### config.mk
export PLATFORM = sky130hd
export DESIGN_NAME = wfg_wb_loader_flat
export DESIGN_NICKNAME = d
export VERILOG_FILES = /design/src/rtl/wfg_wb_loader_if.sv /design/src/rtl/wfg_wb_loader.sv /design/src/flat_wrapper.sv
export SDC_FILE = /design/constraint.sdc
export NUM_CORES = 1
export LEC_CHECK = 0
export CORE_ASPECT_RATIO = 1.4
export CORE_MARGIN = 1
export CORE_UTILIZATION = 40
export DETAILED_ROUTE_END_ITERATION = 12
export PLACE_DENSITY_LB_ADDON = 0.12
export RECOVER_POWER = 50
export SLEW_MARGIN = 20
export SYNTH_ARGS = -nofsm -noshare
export SYNTH_HDL_FRONTEND = slang
export SYNTH_SLANG_ARGS = --single-unit
### constraint.sdc
create_clock -name wb_clk_i -period 2.5 [get_ports wb_clk_i]
set_input_delay 0.5 -clock wb_clk_i [delete_from_list [all_inputs] [get_ports wb_clk_i]]
set_output_delay 0.5 -clock wb_clk_i [all_outputs]
set_load 0.01 [all_outputs]
### src/rtl/wfg_wb_loader_if.sv
// Wishbone classic write-master bundle between the script loader and the
// waveform generator register bus.
interface wfg_wb_loader_if #(
  parameter int BUSW = 32
);
  logic            wbm_cyc;
  logic            wbm_stb;
  logic            wbm_we;
  logic [BUSW-1:0] wbm_adr;
  logic [BUSW-1:0] wbm_dat;
  logic            wbm_ack;

  modport master (
    output wbm_cyc, wbm_stb, wbm_we, wbm_adr, wbm_dat,
    input  wbm_ack
  );

  modport slave (
    input  wbm_cyc, wbm_stb, wbm_we, wbm_adr, wbm_dat,
    output wbm_ack
  );
endinterface

### src/rtl/wfg_wb_loader.sv
// Replays an {address, data} register-write script from single-port SRAM as
// Wishbone classic writes into the waveform generator.
//
// state    | meaning
// IDLE     | waiting for start
// RD_ADR   | SRAM read of entry address word
// WAIT_ADR | address word on dout0_i; null page ends the script
// RD_DAT   | SRAM read of entry data word
// WAIT_DAT | data word on dout0_i; latch bus outputs, arm timeout
// WRITE    | Wishbone write in flight
// DONE     | terminator reached
// ERROR    | ack timeout or script overran the memory
module wfg_wb_loader #(
  parameter int BUSW    = 32,
  parameter int AW      = 10,
  parameter int TIMEOUT = 16
) (
  input  logic            wb_clk_i,
  input  logic            wb_rst_ni,
  input  logic            start_i,
  input  logic [AW-1:0]   base_addr_i,
  output logic            busy_o,
  output logic            done_o,
  output logic            error_o,
  output logic [1:0]      err_code_o,
  output logic [AW-1:0]   count_o,
  output logic            csb0_o,
  output logic [AW-1:0]   addr0_o,
  input  logic [BUSW-1:0] dout0_i,
  wfg_wb_loader_if.master wbm
);

  localparam int TW = $clog2(TIMEOUT);
  localparam logic [AW-1:0] LAST_PAIR = {{(AW-1){1'b1}}, 1'b0};

  typedef enum logic [2:0] {
    S_IDLE, S_RD_ADR, S_WAIT_ADR, S_RD_DAT, S_WAIT_DAT, S_WRITE, S_DONE, S_ERROR
  } state_t;

  state_t          state_q, state_d;
  logic [AW-1:0]   ptr_q, ptr_d;
  logic [AW-1:0]   count_q, count_d;
  logic [BUSW-1:0] adr_q, adr_d;
  logic [BUSW-1:0] wb_adr_q, wb_adr_d;
  logic [BUSW-1:0] wb_dat_q, wb_dat_d;
  logic [TW-1:0]   tmo_q, tmo_d;
  logic [1:0]      err_code_q, err_code_d;

  always_ff @(posedge wb_clk_i or negedge wb_rst_ni) begin
    if (!wb_rst_ni) begin
      state_q    <= S_IDLE;
      ptr_q      <= '0;
      count_q    <= '0;
      adr_q      <= '0;
      wb_adr_q   <= '0;
      wb_dat_q   <= '0;
      tmo_q      <= '0;
      err_code_q <= 2'b00;
    end else begin
      state_q    <= state_d;
      ptr_q      <= ptr_d;
      count_q    <= count_d;
      adr_q      <= adr_d;
      wb_adr_q   <= wb_adr_d;
      wb_dat_q   <= wb_dat_d;
      tmo_q      <= tmo_d;
      err_code_q <= err_code_d;
    end
  end

  always_comb begin
    state_d    = state_q;
    ptr_d      = ptr_q;
    count_d    = count_q;
    adr_d      = adr_q;
    wb_adr_d   = wb_adr_q;
    wb_dat_d   = wb_dat_q;
    tmo_d      = tmo_q;
    err_code_d = err_code_q;
    case (state_q)
      S_IDLE, S_DONE, S_ERROR: begin
        if (start_i) begin
          // entries are word pairs, so the script always starts on an even word
          ptr_d      = base_addr_i & ~AW'(1);
          count_d    = '0;
          err_code_d = 2'b00;
          state_d    = S_RD_ADR;
        end
      end
      S_RD_ADR: state_d = S_WAIT_ADR;
      S_WAIT_ADR: begin
        if (dout0_i[BUSW-1:4] == '0) begin
          state_d = S_DONE;
        end else begin
          adr_d   = dout0_i;
          state_d = S_RD_DAT;
        end
      end
      S_RD_DAT: state_d = S_WAIT_DAT;
      S_WAIT_DAT: begin
        // bus outputs only change on entry to WRITE so they hold between writes
        wb_adr_d = adr_q;
        wb_dat_d = dout0_i;
        tmo_d    = TW'(TIMEOUT - 1);
        state_d  = S_WRITE;
      end
      S_WRITE: begin
        if (wbm.wbm_ack) begin
          count_d = count_q + AW'(1);
          ptr_d   = ptr_q + AW'(2);
          if (ptr_q == LAST_PAIR) begin
            err_code_d = 2'b10;
            state_d    = S_ERROR;
          end else begin
            state_d = S_RD_ADR;
          end
        end else if (tmo_q == '0) begin
          err_code_d = 2'b01;
          state_d    = S_ERROR;
        end else begin
          tmo_d = tmo_q - TW'(1);
        end
      end
      default: state_d = S_IDLE;
    endcase
  end

  assign busy_o     = (state_q != S_IDLE) && (state_q != S_DONE) && (state_q != S_ERROR);
  assign done_o     = (state_q == S_DONE);
  assign error_o    = (state_q == S_ERROR);
  assign err_code_o = err_code_q;
  assign count_o    = count_q;
  assign csb0_o     = !((state_q == S_RD_ADR) || (state_q == S_RD_DAT));
  assign addr0_o    = (state_q == S_RD_DAT) ? ptr_q + AW'(1) : ptr_q;

  assign wbm.wbm_cyc = (state_q == S_WRITE);
  assign wbm.wbm_stb = (state_q == S_WRITE);
  assign wbm.wbm_we  = (state_q == S_WRITE);
  assign wbm.wbm_adr = wb_adr_q;
  assign wbm.wbm_dat = wb_dat_q;

endmodule

### src/flat_wrapper.sv
// flat-port wrapper written by rule: the top's interface ports become plain ports
module wfg_wb_loader_flat 
#(
  parameter int BUSW    = 32,
  parameter int AW      = 10,
  parameter int TIMEOUT = 16
)
  (wb_clk_i, wb_rst_ni, start_i, base_addr_i, busy_o, done_o, error_o, err_code_o, count_o, csb0_o, addr0_o, dout0_i, wbm_wbm_cyc, wbm_wbm_stb, wbm_wbm_we, wbm_wbm_adr, wbm_wbm_dat, wbm_wbm_ack);
  wfg_wb_loader_if #(.BUSW(BUSW)) wbm_i ();
  input  logic wb_clk_i;
  input  logic wb_rst_ni;
  input  logic start_i;
  input  logic [AW-1:0] base_addr_i;
  output logic busy_o;
  output logic done_o;
  output logic error_o;
  output logic [1:0] err_code_o;
  output logic [AW-1:0] count_o;
  output logic csb0_o;
  output logic [AW-1:0] addr0_o;
  input  logic [BUSW-1:0] dout0_i;
  output wire logic [$bits(wbm_i.wbm_cyc)-1:0] wbm_wbm_cyc;
  output wire logic [$bits(wbm_i.wbm_stb)-1:0] wbm_wbm_stb;
  output wire logic [$bits(wbm_i.wbm_we)-1:0] wbm_wbm_we;
  output wire logic [$bits(wbm_i.wbm_adr)-1:0] wbm_wbm_adr;
  output wire logic [$bits(wbm_i.wbm_dat)-1:0] wbm_wbm_dat;
  input wire logic [$bits(wbm_i.wbm_ack)-1:0] wbm_wbm_ack;
  assign wbm_wbm_cyc = wbm_i.wbm_cyc;
  assign wbm_wbm_stb = wbm_i.wbm_stb;
  assign wbm_wbm_we = wbm_i.wbm_we;
  assign wbm_wbm_adr = wbm_i.wbm_adr;
  assign wbm_wbm_dat = wbm_i.wbm_dat;
  assign wbm_i.wbm_ack = wbm_wbm_ack;
  wfg_wb_loader #(.BUSW(BUSW), .AW(AW), .TIMEOUT(TIMEOUT)) u_core (.wb_clk_i(wb_clk_i), .wb_rst_ni(wb_rst_ni), .start_i(start_i), .base_addr_i(base_addr_i), .busy_o(busy_o), .done_o(done_o), .error_o(error_o), .err_code_o(err_code_o), .count_o(count_o), .csb0_o(csb0_o), .addr0_o(addr0_o), .dout0_i(dout0_i), .wbm(wbm_i));
endmodule
==> results.md <==
- DP Area: 7140 sq um
- Post-route cell area: 7650 sq um
- Root Buffer: clkbuf_16
- Internal Pwr Total: 6.53 mW
- Clock transition at the registers of the reported paths: 0.06 ns
- DRC errors left: 0
- Final nets: 630
- Peak supply drop: 611 uV
- Core box area: 12900 sq um
- CP arrival: 2.70 ns
- FF+latch count, synth: 124
- Least-Margin Pin Slew: 1.53 ns
- Vias in the first global route: 4194
- Layout cells sized above 1: 25.9%
- Register area share after synthesis: 58.2%
- Hold slack: 0.463 ns
- Worst setup EP type: flip-flop
- Violated checks: capacitance limit, slew limit
- Post-CTS setup buffers: 0
- Setup TNS: 0 ns
- Net switching power of the design: 3.15 mW
- Pin count of the biggest net entering global routing: 68
- Mapped Area: 5330 sq um
- Hold crit path type: primary input to asynchronous set/reset pin
- Final slew viol count: 27
- WL met3: 770 microns
- Hold Fails Final Rpt: 0
- MaxCap Viol Count: 1
- Hold_buf cts: 0
- CTS Buf Count: 17
- Worst Path Max Fanout: 9
- Layout area overhead: 43.5%
- Clock sinks: 124
- Post-synth EDFFs: 0
- Vias/cell: 5.09
- Die Footprint: 13800 sq um
- Post-Synthesis Cells: 417
- Diode count: 0
- CP required: 2.79 ns
- Initial antenna violation count: 0
- Min cycle time layout: 2.41 ns
- Synthesized area per cell: 12.8 sq um
- Pleak: 3.18 nW
- Max clock buf depth: 2
- Yosys synthesis warning count: 0
- Final ANT Viol Nets: 0
- Die height: 139 microns
- Sequential share of power: 36.5%
- First-pass GRT wire length: 20400 microns
- Clk pwr share: 23.0%
- Drt wl/cell: 15.7 microns
- Portion of total power attributed to combinational logic: 40.5%
- Initial DRC count: 152
- Post-DP HPWL: 8670 microns
- IO buf count: 137
- Kind of critical path: primary input to flip-flop
- FILL cells: 1116
- FMAX: 0.415 GHz
- Post-Route WL: 12100 microns
- Metal2 WL: 6280 microns
- Switch share: 32.6%
- H-tree levels: 4
- GRT Overall Usage: 18.9%
- Max-Slew Margin vs Limit: -2.14%
- Met1 wire length: 4890 microns
- Area contributors post-synth: dfrtp_1, mux2_2, mux2_1
- Largest area contributor in the netlist: dfrtp_1
- Top Layer Used: met4
- Share of the synthesized area in the top cell type: 58.2%
- Status: complete, but fails checks
- Yosys cell types: 56
- Final clock skew: 0.00516 ns
- Post-Syn Nets: 466
- Overflow after GRT: 0
- Most used DFF post-synth: dfrtp_1
- Die Width: 99.6 microns
- CTS tree: yes
- Final period util: 96.4%
- Worst setup SP type: primary input
- Cell row count: 49
- RSZ-0062 raised after global routing: false
- Initial core utilization: 41.2%
- Clk_lat worst skew: 0.40 ns
- P per Cell Area: 1270 nW/um^2
- IO Pins: 139
- GP Congestion: 0.772
- Setup violations, final: 0
- Vias: 3926
- Post-synth ARST share: 100%
- Final core occ: 59.1%
- TritonRoute pass-1 iters: 4
==> sequential cells by signal, indices dropped and copies added, names as in the netlist <==
signal	flops
u_core.wbm.wbm_adr	32
u_core.adr_q	32
u_core.err_code_o	2
u_core.tmo_q	4
u_core.wbm.wbm_dat	32
u_core.count_o	10
u_core.state_q	3
u_core.ptr_q	9
==> final timing paths <==
path / from / end / slack, ns / cells after the start
setup / recovery: dout0_i[27] / u_core.adr_q[24] / 0.09 / 7
hold / removal: wb_rst_ni / u_core.count_o[5] / 0.46 / 1
setup reg to reg: u_core.state_q[2] / u_core.ptr_q[8] / 0.43 / 5
hold reg to reg: u_core.wbm.wbm_adr[10] / u_core.wbm.wbm_adr[10] / 0.48 / 1
max in group asynchronous: wb_rst_ni / u_core.state_q[1] / 0.83 / 2
min in group wb_clk_i: u_core.wbm.wbm_adr[10] / u_core.wbm.wbm_adr[10] / 0.48 / 1
==> cells by family after synthesis <==
| group | after synthesis | share of synthesized area, % |
|---|---|---|
| buffers and inverters | 38 | 3.40 |
| flip-flops | 124 | 58.2 |
| AND/OR/NAND/NOR | 89 | 9.25 |
| AO/OA/AOI/OAI | 68 | 8.52 |
| XOR/XNOR | 3 | 0.493 |
| adder cells (fa/ha/maj) | 3 | 0.704 |
| multiplexers | 92 | 19.4 |
==> layout make-up <==
| class | count | area (sq um) | area share [%] |
|---|---|---|---|
| clock buffers | 18 | 429 | 5.61 |
| clock inverters | 14 | 114 | 1.49 |
| inverters | 5 | 18.8 | 0.245 |
| multi-input cells | 255 | 2060 | 27.0 |
| flip-flops and latches | 124 | 3110 | 40.6 |
| well taps | 178 | 223 | 2.91 |
| repair buffers | 178 | 1700 | 22.2 |
==> worst max-delay path: stages <==
cell,delay [ns]
clkdlybuf4s50_1,0.42
nor4_1,0.56
buf_4,0.21
nand3_1,0.13
o31ai_4,0.28
buf_4,0.24
mux2_2,0.35
==> power groups by stage <==
stage               sequential [mW]  combinational, mW  clock, mW
CTS                            3.55               4.13       2.28
floorplan                      3.67               1.99          0
global route                   3.68               4.25       2.38
global placement               3.52               4.03          0
finish                         3.53               3.92       2.22
detailed placement             3.58               4.12          0
==> Yosys cell counts, types with 7 or more instances <==
cell and count:
o21ai_0 12, buf_2 10, mux2_2 77, nand2_1 19, a22o_1 7, dfrtp_1 124
nand3_1 14, nor2_1 14, mux2_1 13, nor4_1 9, a21oi_1 18, clkbuf_1 16
==> metrics by stage <==
stage / setup WS [ns] / instances / power (mW)
CTS: 0.0685 / 772 / 9.97
detailed placement: -0.296 / 740 / 7.69
finish: 0.0901 / 772 / 9.68
global placement: -0.325 / 740 / 7.55
global route: 0.0152 / 772 / 10.3
floorplan: 0.370 / 417 / 5.65
==> metal layers <==
| metal | vias to the layer above | global-route usage [%] |
|---|---|---|
| met5 | - | 0 |
| met4 | 0 | 7.04 |
| met3 | 11 | 7.11 |
| met2 | 102 | 31.9 |
| met1 | 1967 | 21.8 |
| li1 | 1846 | - |
==> cells in the final DEF, fill, tap and decap left out, types with 5 or more instances in the layout <==
cell             count
nand2_1             19
dlygate4sd3_1       30
a21oi_1             18
a31oi_1              5
clkdlybuf4s50_1    106
clkbuf_16           17
a22o_1               7
buf_4               34
mux2_2              77
clkbuf_1             6
nor4_1               9
nor2_1              13
nand3_1             14
dfrtp_1            122
o21ai_0             12
clkinvlp_4           6
mux2_1              13
==> timing repair <==
item | in CTS | in global routing
gates resized for setup | 1 | 2
endpoints found under the setup margin | 3 | 5
pin swaps | 0 | 0
cloned | 0 | 0
Note: power is estimated with default switching activity, not from simulation.
